--- config.mk ---
export PLATFORM = sky130hd
export DESIGN_NAME = pwm_duty_meter
export DESIGN_NICKNAME = d
export VERILOG_FILES = /design/src/rtl/pwm_duty_meter.sv
export SDC_FILE = /design/constraint.sdc
export NUM_CORES = 1
export LEC_CHECK = 0
export CAP_MARGIN = 20
export CORE_MARGIN = 4
export CORE_UTILIZATION = 56
export DETAILED_ROUTE_END_ITERATION = 10
export GPL_TIMING_DRIVEN = 1
export PLACE_DENSITY_LB_ADDON = 0.1
export SYNTH_ARGS = -nofsm -noshare
export SYNTH_HDL_FRONTEND = slang
export SYNTH_SLANG_ARGS = --single-unit
--- constraint.sdc ---
create_clock -name clk -period 3.2 [get_ports clk]
set_input_delay 0.64 -clock clk [delete_from_list [all_inputs] [get_ports clk]]
set_output_delay 0.64 -clock clk [all_outputs]
set_load 0.005 [all_outputs]
--- src/rtl/pwm_duty_meter.sv ---
// PWM duty-cycle and period meter with stuck-input detection and a bit-serial divider.
// Define PWM_METER_GLITCH_FILTER_EN to reject input pulses and gaps shorter than 3 clocks.
module pwm_duty_meter #(
  parameter int CNT_W   = 16,
  parameter int TIMEOUT = 1000
) (
  input  logic             clk,
  input  logic             rst_n,
  input  logic             pwm_in,
  output logic [6:0]       duty_cycle,
  output logic [CNT_W-1:0] period,
  output logic             duty_valid,
  output logic             stuck
);

  typedef enum logic [1:0] {IDLE, MEASURE, DIVIDE} state_t;

  localparam int               DW        = CNT_W + 7;
  localparam logic [CNT_W-1:0] TIMEOUT_C = CNT_W'(TIMEOUT);
  localparam logic [CNT_W-1:0] CNT_MAX   = '1;

  state_t           state;
  logic             sync1, sync2, s, s_prev;
  logic             rise, fall, timeout;
  logic [CNT_W-1:0] period_cnt, high_cnt;
  logic [DW-1:0]    rem, dvs, diff;
  logic [5:0]       quo;
  logic [2:0]       iter;
  logic             ge;
  logic [6:0]       quo_next;

  // NOTE: clocked state uses non-blocking (<=) so every flop samples pre-edge values.
  always_ff @(posedge clk or negedge rst_n) begin
    if (!rst_n) begin
      sync1  <= 1'b0;
      sync2  <= 1'b0;
      s_prev <= 1'b0;
    end else begin
      sync1  <= pwm_in;
      sync2  <= sync1;
      s_prev <= s;
    end
  end

`ifdef PWM_METER_GLITCH_FILTER_EN
  logic [1:0] hist;

  always_ff @(posedge clk or negedge rst_n) begin
    if (!rst_n) hist <= '0;
    else        hist <= {hist[0], sync2};
  end

  // s_prev doubles as the filter's held output: s only moves on three agreeing samples.
  always_comb begin
    // NOTE: assign a default first so no path through the block leaves s unassigned (latch).
    s = s_prev;
    if (sync2 && (&hist))        s = 1'b1;
    else if (!sync2 && !(|hist)) s = 1'b0;
  end
`else
  assign s = sync2;
`endif

  assign rise    = s & ~s_prev;
  assign fall    = ~s & s_prev;
  assign timeout = (state != DIVIDE) && !stuck && (period_cnt >= TIMEOUT_C);

  always_ff @(posedge clk or negedge rst_n) begin
    if (!rst_n) begin
      period_cnt <= '0;
      high_cnt   <= '0;
    end else if (rise) begin
      period_cnt <= CNT_W'(1);
      high_cnt   <= CNT_W'(1);
    end else if (state == IDLE && stuck) begin
      period_cnt <= TIMEOUT_C;
    end else begin
      if (period_cnt != CNT_MAX)    period_cnt <= period_cnt + CNT_W'(1);
      if (s && high_cnt != CNT_MAX) high_cnt   <= high_cnt + CNT_W'(1);
    end
  end

  // Restoring divider: H*100 < 128*P, so seven shifted trial subtractions give the quotient.
  assign ge       = rem >= dvs;
  assign diff     = rem - dvs;
  assign quo_next = {quo, ge};

  always_ff @(posedge clk or negedge rst_n) begin
    if (!rst_n) begin
      state      <= IDLE;
      duty_cycle <= '0;
      period     <= '0;
      duty_valid <= 1'b0;
      stuck      <= 1'b0;
      rem        <= '0;
      dvs        <= '0;
      quo        <= '0;
      iter       <= '0;
    end else begin
      duty_valid <= 1'b0;
      case (state)
        IDLE: begin
          if (rise) begin
            stuck <= 1'b0;
            state <= MEASURE;
          end else if (timeout) begin
            stuck      <= 1'b1;
            period     <= '0;
            duty_cycle <= s ? 7'd100 : 7'd0;
            duty_valid <= 1'b1;
          end else if (stuck && fall) begin
            duty_cycle <= 7'd0;
            duty_valid <= 1'b1;
          end
        end
        MEASURE: begin
          if (rise) begin
            rem   <= DW'(high_cnt) * DW'(100);
            dvs   <= DW'(period_cnt) << 6;
            quo   <= '0;
            iter  <= '0;
            state <= DIVIDE;
          end else if (timeout) begin
            stuck      <= 1'b1;
            period     <= '0;
            duty_cycle <= s ? 7'd100 : 7'd0;
            duty_valid <= 1'b1;
            state      <= IDLE;
          end
        end
        DIVIDE: begin
          if (ge) rem <= diff;
          dvs  <= dvs >> 1;
          quo  <= quo_next[5:0];
          iter <= iter + 3'd1;
          // On the last step dvs has shifted back down to the unscaled period snapshot.
          if (iter == 3'd6) begin
            duty_cycle <= quo_next;
            period     <= dvs[CNT_W-1:0];
            duty_valid <= 1'b1;
            state      <= MEASURE;
          end
        end
        default: state <= IDLE;
      endcase
    end
  end

endmodule

---- Word-level counts from Yosys, hierarchy flattened ----
Cells that the tools add are included.
operators by class
  magnitude comparators ................... 2
  add/sub/neg operators ................... 4
  bitwise operators ....................... 4
  equality and inequality tests ........... 18
  multiplexer cells ....................... 43
  reduce and logical (&&, ||, !) cells .... 21
  multiply operators ...................... 1
operator list
  kind                                                    number
  two-way mux 16 bit                                      9
  one-hot mux 23 bit (2 select lines)                     2
  two-way mux 23 bit                                      3
  two-way mux 7 bit                                       7
  adder 16 x 1 -> 16 bit (second input constant)          2
  inequality test 16 bit (second input constant)          2
  one-hot mux 16 bit (2 select lines)                     1
  >= comparator 23 bit                                    1
  subtractor 23 bit                                       1
  multiplier 16 x 5 -> 21 bit (second input constant)     1
  one-hot mux 7 bit (3 select lines)                      1
  inequality test 2 bit (second input constant)           10
  >= comparator 16 x 10 -> 1 bit (second input constant)  1
  one-hot mux 6 bit (2 select lines)                      1
  two-way mux 1 bit                                       9
  two-way mux 2 bit                                       4
  nonzero test 2 bit                                      4
  two-way mux 6 bit                                       1
  one-hot mux 2 bit (3 select lines)                      1
  one-hot mux 3 bit (2 select lines)                      1
  AND reduction 2 bit                                     3
  AND reduction 3 bit                                     2
  AND reduction 6 bit                                     1
  nonzero test 3 bit                                      2
  17 further kinds                                        23
word-level totals
  flip-flop bits (word level) ............. 117
  output and inout port bits .............. 25

---- Logic depth before layout (Yosys ltp) ----
Gate-level depths: netlist (run 1).
  depth in word-level cells ............... 7
  gate-level depth with buffers ........... 14

---- Worst setup path before layout (run 1) ----
OpenSTA, ideal clock, no wires.
  kind .................................... reg-to-reg
  start point ............................. reg high_cnt[2]
  end point ............................... reg rem[22]
  path slack .............................. -307 ps
  arrival time ............................ 3,381 ps
  stages on the path, launching flop included .. 13
  cells stage by stage .................... dfrtp_1 > ha_1 > ha_1 > fa_1 > ha_1 > a211oi_1 > nor2_1 > o21ai_1 > o21ai_1 > a311oi_1 > o31ai_1 > xnor2_1 > a221o_1
on the way
  word-level cells in the longest chain between the ends .. 3
ends and longest elaborated chain
  item                                 RTL line  source
  start, declared                      25        logic [CNT_W-1:0] period_cnt, high_cnt;
  start signal, assigned               79        if (s && high_cnt != CNT_MAX) high_cnt <= high_cnt + CNT_W'(1);
  multiplier 16 x 5 -> 21 bit          118       rem <= DW'(high_cnt) * DW'(100);
  two-way mux 23 bit                   117       if (rise) begin
  one-hot mux 23 bit (2 select lines)  101       case (state)
  end signal, assigned                 118
  end signal, assigned                 132       if (ge) rem <= diff;
  end, declared                        26        logic [DW-1:0] rem, dvs, diff;
No other way between the ends. The select of a mux whose other input is x is not followed.
A chain may end at the register's enable or synchronous reset.

---- Worst setup path in the final report (run 1) ----
  start point ............................. reg high_cnt[7]
  end point ............................... reg rem[20]
The elaborated chain is that of the path after synthesis.

==> load_flow_metrics.sql, run 1 <==
INSERT INTO impl_metrics (metric_group, metric, value, unit) VALUES
('sta', 'post-route-period-util', '104.7', '%'),
('critical_path', 'critPathRequiredTime', '3.49', 'ns'),
('detailed_routing', 'wl', '19950', 'µm'),
('pwr', 'max-vdd-ir-drop', '439.3', 'µV'),
('clocking', 'tritoncts', 'yes', ''),
('die', 'rows', '43', ''),
('pwr', 'power', '7.712', 'mW'),
('cells_and_area', 'finalCoreUtilization', '70.24', '%'),
('global_route', 'via_count_of_the_first_global_routing_pass', '6794', ''),
('die', 'std_cell_core_area', '0.01388', 'mm²'),
('detailed_routing', 'drt_first_iter_violations', '412', ''),
('yosys', 'synth_cell_type_count', '63', ''),
('clocking', 'clk_root_buffer_cell', 'sky130_fd_sc_hd__clkbuf_16', ''),
('placement', 'placed_instance_area', '0.008768', 'mm²'),
('yosys', 'synth_edf_count', '0', ''),
('detailed_routing', 'route.detailed.vias_per_inst', '5.828', ''),
('critical_path', 'critical_path.startpoint_type', 'register', ''),
('critical_path', 'criticalPathCategory', 'register to register', ''),
('placement', 'buffer_ports.inserted', '27', ''),
('global_route', 'antenna_found_initial', '0', ''),
('detailed_routing', 'drc_errors', '0', ''),
('detailed_routing', 'drt.antenna.violating_nets', '0', ''),
('sta', 'finClkSkew', '0.005551', 'ns'),
('yosys', 'synth_cells', '880', ''),
('yosys', 'share_of_the_yosys_chip_area_belonging_to_registers', '36.65', '%'),
('worst_hold_path', 'hp-class', 'input pin to async pin', ''),
('flow_run', 'maxCapViolCount', '0', ''),
('sta', 'achievable-frequency', '298.6', 'MHz'),
('cells_and_area', 'antennaDiodeCount', '0', ''),
('yosys', 'number_of_synthesized_register_bits', '116', ''),
('placement', 'finalWeightedCongestion', '0.9125', ''),
('sta', 'report.final.slew_viol_count', '0', ''),
('pwr', 'power.density', '791.0', 'mW/mm²'),
('die', 'initial_core_util', '57.06', '%'),
('critical_path', 'worstSetupEndpointType', 'register', ''),
('global_route', 'grt_pass1_wl', '33040', 'µm'),
('die', 'dieWidth', '126.9', 'µm'),
('cells_and_area', 'flow.area_growth_from_synthesis', '23.10', '%'),
('clocking', 'cts_inserted_buffers', '17', ''),
('critical_path', 'worst_ep_arrival_time', '3.64', 'ns'),
('sta', 'finalWorstPathRequiredPeriod', '3.349', 'ns'),
('clocking', 'cts.sink_count', '116', ''),
('run_status', 'run_status', 'complete, but fails checks', ''),
('sta', 'post-route-worst-setup-slack', '-0.1492', 'ns'),
('yosys', 'synth_area', '0.007920', 'mm²'),
('global_route', 'grt_remaining_overflow', '0', ''),
('pwr', 'power.static_leakage', '4.597', 'nW'),
('global_route', 'track_usage', '25.34', '%'),
('run_status', 'violations', 'negative setup slack', ''),
('yosys', 'synth.avg_cell_area', '9.000', 'µm²'),
('sta', 'tightest_slew', '0.7094', 'ns'),
('clocking', 'cts_hold_repair.buffers', '0', ''),
('yosys', 'ys.flop_type', 'sky130_fd_sc_hd__dfrtp_1', ''),
('sta', 'final_setup_violations', '5', ''),
('cells_and_area', 'layout-drive-gt1-share', '16.39', '%'),
('cells_and_area', 'postLayoutCellArea', '0.009749', 'mm²'),
('die', 'floorplan.die_area', '0.01611', 'mm²'),
('clocking', 'worstSkewPairLatency', '0.42', 'ns'),
('sta', 'relative_max_transition_margin', '52.70', '%'),
('yosys', 'synthesis.nets', '979', ''),
('detailed_routing', 'detail_route.wl_per_cell', '17.35', 'µm'),
('sta', 'fin_tns_setup', '-0.3877', 'ns'),
('sta', 'final_hold_viol_count', '0', ''),
('die', 'die_h', '126.9', 'µm'),
('clocking', 'ctsHtreeMaxLevel', '4', ''),
('clocking', 'path_clk_slew', '0.05', 'ns'),
('yosys', 'synthesis.yosys.warnings', '0', ''),
('detailed_routing', 'via_count', '6702', ''),
('placement', 'place.detailed.hpwl', '14540', 'µm'),
('die', 'design.portCount', '28', ''),
('sta', 'rsz0062_at_grt', 'yes', ''),
('critical_path', 'worstPathMaxFanout', '3', ''),
('global_route', 'grt_max_degree', '55', ''),
('cells_and_area', 'nNetsFinal', '1058', ''),
('detailed_routing', 'drt_pre_antenna_iters', '5', ''),
('clocking', 'clockBufferDepth', '2', ''),
('yosys', 'asyncSetResetFlopFracSynth', '100.0', '%');
-- state kept, by name, indices dropped and copies added, names as in the netlist --
name / cells
s_prev: 1
dvs: 22
duty_valid: 1
period_cnt: 16
iter: 3
s: 1
duty_cycle: 7
sync1: 1
quo: 6
state: 2
period: 16
rem: 23
stuck: 1
high_cnt: 16
-- timing repair --
item / in CTS / in global routing
setup endpoints to repair: 6 / 11
resized for setup: 17 / 33
cloned: 0 / 0
pin swaps: 10 / 34
setup buffers: 3 / 10
-- synthesized netlist by cell type (all sizes together), types with 4 or more instances --
| master | n | area share [%] |
|---|---|---|
| inv | 89 | 4.2 |
| nand2 | 84 | 4.0 |
| o21ai | 56 | 3.5 |
| and2 | 5 | 0.39 |
| xor2 | 21 | 2.3 |
| buf | 6 | 0.43 |
| nor2b | 10 | 0.79 |
| a31oi | 13 | 1.0 |
| o31ai | 4 | 0.38 |
| a22o | 22 | 2.5 |
| o22ai | 18 | 1.4 |
| a211oi | 9 | 0.92 |
| nand4 | 9 | 0.79 |
| fa | 12 | 3.0 |
| o21a | 4 | 0.38 |
| xnor2 | 36 | 4.0 |
| o211ai | 5 | 0.47 |
| a21oi | 53 | 3.3 |
| and3 | 11 | 0.87 |
| or3 | 5 | 0.46 |
| nand3 | 27 | 1.7 |
| dfrtp | 116 | 37 |
| nor3 | 13 | 0.82 |
| clkbuf | 24 | 1.1 |
| nand2b | 6 | 0.47 |
| nor2 | 72 | 3.4 |
| ha | 84 | 13 |
| a21o | 14 | 1.3 |
| mux2i | 12 | 1.5 |
-- kinds of logic after synthesis --
| logic type | share of synthesized area [%] |
|---|---|
| compound gates | 18.50 |
| mux | 1.801 |
| flops | 36.65 |
| xor+xnor | 6.303 |
| fa+ha+maj | 16.30 |
| buf+inv | 5.829 |
| simple gates | 14.61 |
-- per-stage QoR --
stage | hold WS (ns) | worst slack, ns | std cells
floorplan | 0.3312 | 0.01544 | 880
global placement | 0.3368 | -0.04185 | 1108
detailed placement | 0.3387 | -0.1486 | 1108
CTS | 0.2936 | -0.09657 | 1141
global route | 0.3311 | -0.2846 | 1150
finish | 0.2673 | -0.1492 | 1150
-- area by class of cell --
cell class                 count  area, µm²
clock buffer                  21      470.5
clock inverter                 9      176.4
fill                        1064       4131
inverter                      90      337.8
multi-input combinational    644       4883
sequential                   116       2908
tap                          180      225.2
timing repair buffer          90      748.2
-- routing by layer --
| metal | up-vias | GRT usage (%) | part of all wire, % |
|---|---|---|---|
| met3 | 46 | 4.547 | 4.4 |
| li1 | 3232 | - | - |
| met2 | 149 | 40.72 | 47 |
| met4 | 0 | 10.54 | 3.3 |
| met5 | - | 0 | 0 |
| met1 | 3275 | 33.90 | 45 |
-- worst max-delay path, cell delays in order, from the launching register on --
cell	delay, ns
sky130_fd_sc_hd__dfrtp_1	0.43
sky130_fd_sc_hd__ha_4	0.27
sky130_fd_sc_hd__ha_4	0.26
sky130_fd_sc_hd__inv_2	0.03
sky130_fd_sc_hd__fa_1	0.52
sky130_fd_sc_hd__inv_2	0.05
sky130_fd_sc_hd__ha_4	0.28
sky130_fd_sc_hd__a21oi_4	0.06
sky130_fd_sc_hd__buf_6	0.11
sky130_fd_sc_hd__o21ai_2	0.06
sky130_fd_sc_hd__o21ai_2	0.09
sky130_fd_sc_hd__o21ai_2	0.19
sky130_fd_sc_hd__a311oi_2	0.15
sky130_fd_sc_hd__or3b_4	0.42
sky130_fd_sc_hd__a32oi_2	0.20
sky130_fd_sc_hd__o21ai_1	0.09
-- placed cells by master, fill, tap and decap left out, types with 27 or more instances in the layout --
cell / instances
sky130_fd_sc_hd__dfrtp_1: 112
sky130_fd_sc_hd__inv_1: 83
sky130_fd_sc_hd__nand2_1: 83
sky130_fd_sc_hd__nor2_1: 68
sky130_fd_sc_hd__ha_1: 64
sky130_fd_sc_hd__buf_4: 62
sky130_fd_sc_hd__a21oi_1: 51
sky130_fd_sc_hd__o21ai_0: 43
sky130_fd_sc_hd__xnor2_1: 34
sky130_fd_sc_hd__nand3_1: 27
-- power by group --
part / total, mW / internal (mW) / leakage [nW] / switching [mW]
Combinational: 3.60 / 1.58 / 2.74 / 2.02
Sequential: 2.02 / 1.75 / 1.54 / 0.274
Clock: 2.09 / 1.43 / 0.315 / 0.663
Total: 7.71 / 4.75 / 4.60 / 2.96
-- final timing paths --
kind,cells past startpoint,slack [ns],from,to
max,15,-0.15,high_cnt[7]$_DFFE_PN0P_,rem[20]$_DFFE_PN0P_
min,1,0.27,rst_n,rem[2]$_DFFE_PN0P_
max reg2reg,15,-0.15,high_cnt[7]$_DFFE_PN0P_,rem[20]$_DFFE_PN0P_
min reg2reg,0,0.35,sync1$_DFF_PN0_,s$_DFF_PN0_
max in group asynchronous,2,2.06,rst_n,period_cnt[5]$_DFFE_PN0P_
min in group clk,0,0.35,sync1$_DFF_PN0_,s$_DFF_PN0_
Power figures use the tool's default switching activity.
==> run 2: changes to the inputs <==
--- a/config.mk
+++ b/config.mk
@@ -10,6 +10,7 @@
 export CORE_UTILIZATION = 56
 export DETAILED_ROUTE_END_ITERATION = 10
 export GPL_TIMING_DRIVEN = 1
+export MAX_ROUTING_LAYER = met4
 export PLACE_DENSITY_LB_ADDON = 0.1
 export SYNTH_ARGS = -nofsm -noshare
 export SYNTH_HDL_FRONTEND = slang
==> run 2 against run 1 <==
Against the previous run:
- the flow still finishes with violations (negative setup slack)
- clock power barely moved
- clock skew rose by 0.00088 ns
- cell area fell by 1.5%
- sequential cell count did not move
- power fell by 0.97%
- worst setup slack improved by 0.066 ns
- clock-buffer cell count rose by 3
- core utilization fell by 1.0 points
- register-to-register slack improved by 0.07 ns
- critical path depth fell by 3
- sequential share of layout area rose by 0.39 points
- combinational power fell by 2%
- critical path type unchanged
- critical endpoint is now rem[22]$_DFFE_PN0P_
- largest cell class unchanged
==> load_flow_metrics.sql, run 2 (same netlist as run 1, synthesis figures left out) <==
INSERT INTO impl_metrics (metric_group, metric, value, unit) VALUES
('run_status', 'run_status', 'complete, but fails checks', ''),
('run_status', 'violations', 'negative setup slack', ''),
('placement', 'finalWeightedCongestion', '0.9357', ''),
('detailed_routing', 'wl', '19710', 'µm'),
('pwr', 'max-vdd-ir-drop', '579.3', 'µV'),
('pwr', 'power', '7.637', 'mW'),
('sta', 'relative_max_transition_margin', '58.35', '%'),
('placement', 'dp_worst_slack', '-0.09874', 'ns'),
('worst_hold_path', 'hp-class', 'input pin to async pin', ''),
('detailed_routing', 'detail_route.wl_per_cell', '17.18', 'µm'),
('cells_and_area', 'layout.cells.most_common_list', 'sky130_fd_sc_hd__dfrtp_1 (116), sky130_fd_sc_hd__inv_1 (84), sky130_fd_sc_hd__nand2_1 (82)', ''),
('critical_path', 'worstPathMaxFanout', '4', ''),
('global_route', 'antenna_found_initial', '0', ''),
('cells_and_area', 'mostFrequentLayoutCell', 'sky130_fd_sc_hd__dfrtp_1', ''),
('global_route', 'grt_pass1_wl', '32910', 'µm'),
('sta', 'final_hold_viol_count', '0', ''),
('sta', 'achievable-frequency', '304.6', 'MHz'),
('clocking', 'cts_hold_repair.buffers', '0', ''),
('critical_path', 'critPathRequiredTime', '3.50', 'ns'),
('global_route', 'via_count_of_the_first_global_routing_pass', '6807', ''),
('cells_and_area', 'flip_flop_count_of_the_largest_register_all_copies_and_words_added', '23', ''),
('clocking', 'cts.sink_count', '116', ''),
('global_route', 'grt_remaining_overflow', '0', ''),
('detailed_routing', 'route.detailed.vias_per_inst', '5.820', ''),
('clocking', 'worstSkewPairLatency', '0.42', 'ns'),
('sta', 'finalWorstPathRequiredPeriod', '3.283', 'ns'),
('placement', 'place.detailed.hpwl', '14170', 'µm'),
('sta', 'final_setup_violations', '2', ''),
('cells_and_area', 'top_register', 'rem', ''),
('cells_and_area', 'flow.area_growth_from_synthesis', '21.28', '%'),
('die', 'die_h', '126.9', 'µm'),
('cells_and_area', 'antennaDiodeCount', '0', ''),
('clocking', 'cts_inserted_buffers', '17', ''),
('die', 'initial_core_util', '57.06', '%'),
('global_route', 'track_usage', '26.44', '%'),
('clocking', 'tritoncts', 'yes', ''),
('global_route', 'grt_max_degree', '48', ''),
('detailed_routing', 'via_count', '6676', ''),
('die', 'design.portCount', '28', ''),
('clocking', 'ctsHtreeMaxLevel', '4', ''),
('pwr', 'power.static_leakage', '4.597', 'nW'),
('clocking', 'clockBufferDepth', '2', ''),
('die', 'dieWidth', '126.9', 'µm'),
('flow_run', 'maxCapViolCount', '0', ''),
('placement', 'buffer_ports.inserted', '27', ''),
('pwr', 'power.density', '795.0', 'mW/mm²'),
('die', 'floorplan.die_area', '0.01611', 'mm²'),
('cells_and_area', 'layout-drive-gt1-share', '13.86', '%'),
('sta', 'post-route-worst-setup-slack', '-0.08310', 'ns'),
('detailed_routing', 'drt_first_iter_violations', '413', ''),
('cells_and_area', 'nNetsFinal', '1053', ''),
('sta', 'post-route-period-util', '102.6', '%'),
('sta', 'finClkSkew', '0.006435', 'ns'),
('critical_path', 'criticalPathCategory', 'register to register', ''),
('sta', 'report.final.slew_viol_count', '0', ''),
('critical_path', 'critical_path.startpoint_type', 'register', ''),
('sta', 'rsz0062_at_grt', 'yes', ''),
('cells_and_area', 'filler_cell_count', '1074', ''),
('clocking', 'clk_root_buffer_cell', 'sky130_fd_sc_hd__clkbuf_16', ''),
('clocking', 'path_clk_slew', '0.06', 'ns'),
('sta', 'fin_tns_setup', '-0.1335', 'ns'),
('die', 'rows', '43', ''),
('die', 'std_cell_core_area', '0.01388', 'mm²'),
('detailed_routing', 'drt_pre_antenna_iters', '5', ''),
('cells_and_area', 'reg.largest.list', 'rem: 23 flops, dvs: 22 flops', ''),
('detailed_routing', 'drt.antenna.violating_nets', '0', ''),
('critical_path', 'worst_ep_arrival_time', '3.59', 'ns'),
('sta', 'tightest_slew', '0.6233', 'ns'),
('detailed_routing', 'drc_errors', '0', ''),
('critical_path', 'worstSetupEndpointType', 'register', '');
## run 2: cell count changes in the layout (fill, tap and decap cells not counted), moves of 2 or more
cell,delta
sky130_fd_sc_hd__xnor2_1,+2
sky130_fd_sc_hd__ha_1,+12
sky130_fd_sc_hd__clkbuf_8,+2
sky130_fd_sc_hd__buf_4,-7
sky130_fd_sc_hd__ha_2,-4
sky130_fd_sc_hd__xnor2_2,-2
sky130_fd_sc_hd__nor2_1,+2
sky130_fd_sc_hd__o21ai_2,-2
sky130_fd_sc_hd__ha_4,-8
sky130_fd_sc_hd__nor2_2,-2
sky130_fd_sc_hd__dfrtp_1,+4
sky130_fd_sc_hd__dfrtp_2,-4
## run 2: where the power goes
part	total (mW)	leakage, nW	switching, mW	internal [mW]
combinational	3.54	2.73	2.03	1.50
sequential	2.01	1.55	0.266	1.74
clock	2.09	0.312	0.688	1.40
total	7.64	4.60	2.99	4.65
## run 2: layer usage
layer	vias up	wire length [µm]	GRT usage, %	share of wire (%)
met1	3249	8929	33.28	45
li1	3230	-	-	-
met5	-	0	-	0
met2	149	9186	41.13	47
met4	0	647	12.37	3.3
met3	48	947	5.347	4.8
## run 2: final timing paths
check / to / start / depth (start not counted) / slack, ns
setup / recovery: rem[22]$_DFFE_PN0P_ / high_cnt[2]$_DFFE_PN0P_ / 12 / -0.08
hold / removal: period[0]$_DFFE_PN0P_ / rst_n / 1 / 0.22
setup reg to reg: rem[22]$_DFFE_PN0P_ / high_cnt[2]$_DFFE_PN0P_ / 12 / -0.08
hold reg to reg: s$_DFF_PN0_ / sync1$_DFF_PN0_ / 0 / 0.36
max in group asynchronous: state[1]$_DFFE_PN0P_ / rst_n / 2 / 2.20
min in group clk: s$_DFF_PN0_ / sync1$_DFF_PN0_ / 0 / 0.36
## run 2: stage by stage
step / cell area [µm²] / hold WS, ns / utilization [%] / cells
2_1_floorplan: 8011 / 0.3312 / - / 880
5_1_grt: 9605 / 0.2728 / 69.20 / 1147
6_report: 9605 / 0.2192 / 69.20 / 1147
3_5_place_dp: 8788 / 0.3496 / 63.31 / 1109
4_1_cts: 9514 / 0.2300 / 68.54 / 1144
3_3_place_gp: 8788 / 0.3396 / 63.31 / 1109
## run 2: final cells by class
type                    count  area [µm²]  share of cell area (%)
flip-flops and latches    116        2903                   30.22
well taps                 180       225.2                   2.345
clock buffers              24       501.7                   5.223
clock inverters             8       145.1                   1.511
repair buffers             85       726.9                   7.568
inverters                  90       337.8                   3.517
multi-input cells         644        4766                   49.62
## run 2: worst max-delay path: stages (launching register included)
cell                       delay, ns
sky130_fd_sc_hd__dfrtp_1        0.42
sky130_fd_sc_hd__ha_1           0.31
sky130_fd_sc_hd__ha_1           0.29
sky130_fd_sc_hd__fa_1           0.53
sky130_fd_sc_hd__ha_4           0.21
sky130_fd_sc_hd__a211oi_2       0.23
sky130_fd_sc_hd__nor2_2         0.07
sky130_fd_sc_hd__o21ai_2        0.15
sky130_fd_sc_hd__o21ai_2        0.09
sky130_fd_sc_hd__a311oi_2       0.32
sky130_fd_sc_hd__o31ai_2        0.11
sky130_fd_sc_hd__xnor2_1        0.14
sky130_fd_sc_hd__a221o_1        0.29
## run 2: timing repair
| item | CTS | global route |
|---|---|---|
| pin swaps | 12 | 12 |
| setup endpoints to repair | 7 | 10 |
| gates resized for setup | 13 | 17 |
| setup buffers | 3 | 3 |
